===== src/rtl/sha3_pkg.sv =====
// sha3_pkg: shared geometry, state/string types and the array->string flatten used by the sha3 blocks.
// Revision: 1.0
`default_nettype none

package sha3_pkg;

  localparam int X      = 5;
  localparam int Y      = 5;
  localparam int Z      = 64;
  localparam int BEAT_W = 200;
  localparam int NBEATS = 8;
  localparam int STR_W  = X * Y * Z;

  typedef logic [X-1:0][Y-1:0][Z-1:0] state_t;
  typedef logic [STR_W-1:0]           string_t;

  typedef enum logic [0:0] {
    A2S_IDLE = 1'b0,
    A2S_SEND = 1'b1
  } a2s_state_e;

  // Lane (x,y) lands at string offset Z*(Y*y+x): y-major ordering of lanes.
  function automatic string_t flatten(input state_t a);
    string_t s;
    s = '0;
    for (int x = 0; x < X; x++) begin
      for (int y = 0; y < Y; y++) begin
        for (int z = 0; z < Z; z++) begin
          s[Z*(Y*y+x)+z] = a[x][y][z];
        end
      end
    end
    return s;
  endfunction

endpackage

`default_nettype wire


===== src/rtl/array2string.sv =====
// array2string: serializes a captured sha3 state into NBEATS beats of BEAT_W bits with backpressure.
// Optional macro A2S_DBUF_EN adds a second holding buffer. Revision: 1.0
`default_nettype none

module array2string #(
  parameter int X      = sha3_pkg::X,
  parameter int Y      = sha3_pkg::Y,
  parameter int Z      = sha3_pkg::Z,
  parameter int BEAT_W = sha3_pkg::BEAT_W
) (
  input  logic                       clk,
  input  logic                       reset,
  input  logic                       pushin,
  input  logic [X-1:0][Y-1:0][Z-1:0] A,
  input  logic                       stopin,
  output logic                       pushout,
  output logic [2:0]                 dix,
  output logic [BEAT_W-1:0]          dout,
  output logic                       busy
);

  import sha3_pkg::*;

  localparam logic [2:0] LAST_BEAT = 3'(NBEATS - 1);

  a2s_state_e state_q, state_d;
  logic [2:0] dix_q, dix_d;
  string_t    ser_q, ser_d;
  string_t    flat_in;
  logic       consume;
  logic       last_beat;
  logic       accept;

  assign flat_in   = flatten(A);
  assign consume   = (state_q == A2S_SEND) && !stopin;
  assign last_beat = consume && (dix_q == LAST_BEAT);

`ifdef A2S_DBUF_EN
  string_t hold_q, hold_d;
  logic    hold_vld_q, hold_vld_d;

  // Holding buffer only fills while sending, so a full hold implies SEND.
  assign busy = hold_vld_q && !last_beat;
`else
  assign busy = (state_q == A2S_SEND) && !last_beat;
`endif

  assign accept = pushin && !busy;

  always_comb begin
    state_d = state_q;
    dix_d   = dix_q;
    ser_d   = ser_q;
`ifdef A2S_DBUF_EN
    hold_d     = hold_q;
    hold_vld_d = hold_vld_q;
`endif
    case (state_q)
      A2S_IDLE: begin
        if (accept) begin
          ser_d   = flat_in;
          dix_d   = 3'd0;
          state_d = A2S_SEND;
        end
      end
      A2S_SEND: begin
        if (consume) begin
          dix_d = dix_q + 3'd1;
        end
`ifdef A2S_DBUF_EN
        if (last_beat) begin
          if (hold_vld_q) begin
            ser_d      = hold_q;
            hold_vld_d = accept;
            if (accept) begin
              hold_d = flat_in;
            end
          end else if (accept) begin
            ser_d = flat_in;
          end else begin
            state_d = A2S_IDLE;
          end
        end else if (accept) begin
          hold_d     = flat_in;
          hold_vld_d = 1'b1;
        end
`else
        // Back-to-back frame: reload on the last beat so beat 0 follows with no bubble.
        if (last_beat) begin
          if (accept) begin
            ser_d = flat_in;
          end else begin
            state_d = A2S_IDLE;
          end
        end
`endif
      end
      default: begin
        state_d = A2S_IDLE;
      end
    endcase
  end

  always_ff @(posedge clk or posedge reset) begin
    if (reset) begin
      state_q <= A2S_IDLE;
      dix_q   <= 3'd0;
      ser_q   <= '0;
    end else begin
      state_q <= state_d;
      dix_q   <= dix_d;
      ser_q   <= ser_d;
    end
  end

`ifdef A2S_DBUF_EN
  always_ff @(posedge clk or posedge reset) begin
    if (reset) begin
      hold_q     <= '0;
      hold_vld_q <= 1'b0;
    end else begin
      hold_q     <= hold_d;
      hold_vld_q <= hold_vld_d;
    end
  end
`endif

  assign pushout = (state_q == A2S_SEND);
  assign dix     = dix_q;
  assign dout    = pushout ? ser_q[dix_q*BEAT_W +: BEAT_W] : '0;

endmodule

`default_nettype wire


===== config.mk =====
export PLATFORM = sky130hd
export DESIGN_NAME = array2string
export DESIGN_NICKNAME = d
export VERILOG_FILES = /design/src/rtl/sha3_pkg.sv /design/src/rtl/array2string.sv
export SDC_FILE = /design/constraint.sdc
export NUM_CORES = 2
export LEC_CHECK = 0
export CORE_AREA = 2 2 699 701
export CTS_BUF_LIST = sky130_fd_sc_hd__clkbuf_8
export CTS_CLUSTER_SIZE = 10
export DETAILED_ROUTE_END_ITERATION = 12
export DIE_AREA = 0 0 701 703
export PLACE_DENSITY = 0.44
export SYNTH_ARGS = -nofsm -noshare
export SYNTH_HDL_FRONTEND = slang
export SYNTH_SLANG_ARGS = --single-unit

===== constraint.sdc =====
create_clock -name clk -period 78.2 [get_ports clk]
set_input_delay 23.46 -clock clk [delete_from_list [all_inputs] [get_ports clk]]
set_output_delay 23.46 -clock clk [all_outputs]
set_load 0.01 [all_outputs]

==> out/results.txt <==
clock sinks = 1604
EDFF count, synth = 0
Crit. End Element = primary output
Root Driver = clkbuf_8
Worst R2R Start = dix[0]$_DFFE_PP0P_
residual DRC count = 0
sequential-to-total area share from yosys stat = 52.0%
post-placement setup slack = 29.79 ns
CP Cell Sequence = clkdlybuf4s50_1, nand2b_4, and2_1, clkdlybuf4s50_1
Post-Synthesis Mean Instance Area = 16.1 µm²
fraction of synthesis flops using an asynchronous set or reset pin = 100%
startpoint type of the worst setup path = primary input
clock tree from TritonCTS = built
horizontal die dimension = 701 µm
Netlist Area Pre-Place = 77100 µm²
synth-to-layout area growth = 40.1%
global-route wire length before repair = 546000 µm
Power per Cell Area = 44.0 nW/µm²
sum of negative setup slack = 0 ns
# IOs = 1809
layer with the highest usage after global routing = met2
final wirelength = 420000 µm
number of warnings issued by yosys = 0
run status = complete, no violations
Netlist cell types = 22
Comb pwr share = 49.3%
floorplan row count = 256
cell-internal power = 2.90 mW
stage delay of the slowest cell on the critical path = 0.58 ns
length of the first detailed-routing pass in iterations = 5
Clock Path Buffers = 4
CP Launch Point = stopin
IO Port Bufs = 1808
DIE AREA = 493000 µm²
CTS clock-pin slew for the worst setup and hold paths = 0.05 ns
Num CTS Buffers = 326
most repeated cell in the gate-level netlist after synthesis = dfrtp_1
transition at the pin with the smallest max-transition slack = 1.39 ns
CP dominant cell by count = clkdlybuf4s50_1
post-synth net total = 6389
CTS Hold Buffers Added = 0
net total in the final layout = 8271
switching share of power = 39.1%
met3 demand-to-capacity share in global routing = 6.63%
portion of synthesized cell area occupied by the leading cell type = 52.0%
Placed Cells = 12800
worst min-delay path class = reg2reg
GRT Total Usage = 16.4%
global routing met1 resource utilization = 19.5%
post_cts resized = 0
primary flip-flop cell chosen by synthesis mapping = dfrtp_1
Worst Path Max Fanout = 4
clock insertion delay at the later pin of the skew report = 1.06 ns
final hold slack = 0.499 ns
area of the placeable core = 485000 µm²
DP Wirelength = 336000 µm
required time reported for the critical path endpoint = 54.74 ns
Critical Setup Path Class = in2out
max-cap violation count = 0
global placer's final weighted congestion = 0.903
effective utilization at floorplan = 15.9%
total via count in the routed design = 51800
number of inserted filler cells in the final layout = 51400
initial antenna violation count = 332
depth of the CTS H-tree = 5
hold violation count in the final report = 0
most frequent cells after synthesis = 1604 x dfrtp_1, 1000 x mux2_4, 802 x mux2_2, 203 x o21ai_0, 201 x inv_1
Peak supply drop = 25.1 µV
smallest setup slack after layout = 29.80 ns
number of max-slew violations in the final report = 0
via count of the first global-routing pass = 55700
Syn Inst Count = 4783
overall overflow remaining after global route = 0
static power due to leakage = 44.7 nW
share of cells above drive strength 1 = 37.2%
clk_skew = 0.0722 ns
Worst Min Path Start = ser_q[550]$_DFFE_PP0P_
largest net degree at the start of global routing = 146
Die Height = 703 µm
final worst-path cycle share = 61.9%
setup repair after global routing missed its margin = no
clock network fraction of total power = 18.6%
met2 track demand over resource = 26.6%
count of final setup violators = 0
vias per cell = 3.85
number of cells on the worst reg-to-reg path = 11
wire length per cell after detailed routing = 31.2 µm
number of nets with antenna violations after routing = 0
post-synthesis register bit count = 1604
worst hold path depth = 1
biggest area contributors in the synthesized netlist = dfrtp_1 52%, mux2_4 19%, mux2_2 12%
slew margin rel. = 7.40%
cell with the largest stage delay on the worst path = clkdlybuf4s50_1
endpoint arrival time on the critical path = 24.94 ns
area leader, netlist = dfrtp_1
final instance count without filler cells = 13400
initial detailed-routing violation count = 2983
highest clock frequency the design can meet = 0.0207 GHz
post-CTS setup buffer count = 0
Period minus WS final = 48.40 ns
sequential power share = 32.1%
net switching power = 1.86 mW
-- power groups by stage --
stage                     combinational (mW)  clock, mW  sequential, mW
final                                   2.35      0.883            1.53
after global routing                    2.49      0.951            1.57
after CTS                               2.42      0.917            1.53
after detailed placement                2.40          0            1.54
after global placement                  2.39          0            1.52
after floorplan                         1.35          0            1.42
-- final timing paths --
check	end	slack, ns
max in group asynchronous	ser_q[175]$_DFFE_PP0P_	49.84
min reg2reg	ser_q[550]$_DFFE_PP0P_	0.50
max reg2reg	ser_q[665]$_DFFE_PP0P_	70.60
max	busy	29.80
min	ser_q[550]$_DFFE_PP0P_	0.50
min in group asynchronous	ser_q[994]$_DFFE_PP0P_	23.03
-- stage by stage --
| step | utilization, % | area [µm²] | power [mW] |
|---|---|---|---|
| after floorplan | - | 77100 | 2.77 |
| after global placement | 20.9 | 102000 | 3.91 |
| after detailed placement | 20.9 | 102000 | 3.94 |
| after CTS | 22.2 | 108000 | 4.86 |
| after global routing | 22.3 | 108000 | 5.01 |
| final | 22.3 | 108000 | 4.76 |
-- area by class of cell --
cell class / instances / area [µm²] / area share, %
Tap cell: 6450 / 8070 / 7.47
Clock inverter: 164 / 931 / 0.861
Sequential cell: 1604 / 40200 / 37.1
Antenna cell: 100 / 250 / 0.231
Clock buffer: 394 / 5420 / 5.02
Timing Repair Buffer: 1912 / 19100 / 17.6
Inverter: 201 / 762 / 0.705
Multi-Input combinational cell: 2620 / 33500 / 31.0
-- cells in the final DEF, fill, tap and decap left out --
master | synthesis | final
inv_12 | 0 | 4
dfrtp_4 | 0 | 4
o21ai_2 | 0 | 1
and2_1 | 1 | 1
mux2_4 | 1000 | 1000
a221oi_1 | 200 | 199
inv_8 | 0 | 4
clkinvlp_4 | 0 | 10
buf_12 | 0 | 14
mux4_2 | 200 | 200
a221oi_2 | 0 | 1
clkbuf_8 | 0 | 394
dfrtp_1 | 1604 | 1600
inv_6 | 0 | 7
clkdlybuf4s50_1 | 0 | 1808
clkinv_8 | 0 | 5
buf_4 | 71 | 90
inv_1 | 201 | 309
o21ai_0 | 203 | 202
diode_2 | 0 | 100
a21boi_4 | 0 | 1
mux2_2 | 802 | 802
nand2b_1 | 4 | 3
clkinv_2 | 0 | 23
nand2_1 | 3 | 3
nor2_4 | 0 | 1
ha_1 | 2 | 2
xnor2_1 | 1 | 1
or2_2 | 1 | 1
bufinv_16 | 0 | 3
mux2i_1 | 200 | 200
nand2b_4 | 1 | 2
-- cell families (layout without fill, tap and decap cells) --
| group | after synthesis | count (layout) | synth area share [%] |
|---|---|---|---|
| AO/OA/AOI/OAI | 404 | 404 | 3.60 |
| XOR/XNOR | 1 | 1 | 0.0114 |
| adder cells (fa/ha/maj) | 2 | 2 | 0.0324 |
| buffers and inverters | 559 | 2671 | 4.63 |
| flip-flops | 1604 | 1604 | 52.0 |
| multiplexers | 2202 | 2202 | 39.6 |
| other | 0 | 100 | 0 |
| AND/OR/NAND/NOR | 11 | 11 | 0.0860 |
-- state kept, by name, summed over array words and instances, names as in the netlist --
| signal | cells |
|---|---|
| pushout | 1 |
| dix | 3 |
| ser_q | 1600 |
-- metal layers --
layer / vias to the layer above / routed length [µm]
li1: 21600 / -
met1: 27000 / 168000
met4: 178 / 15700
met3: 864 / 39400
met2: 2163 / 196000
met5: - / 1130
-- worst max-delay path, delay by kind of cell --
kind | cells | cell delay [ns]
buf+inv | 2 | 1.12
simple gates | 2 | 0.35
No activity file was read; power rests on OpenSTA's default activity.
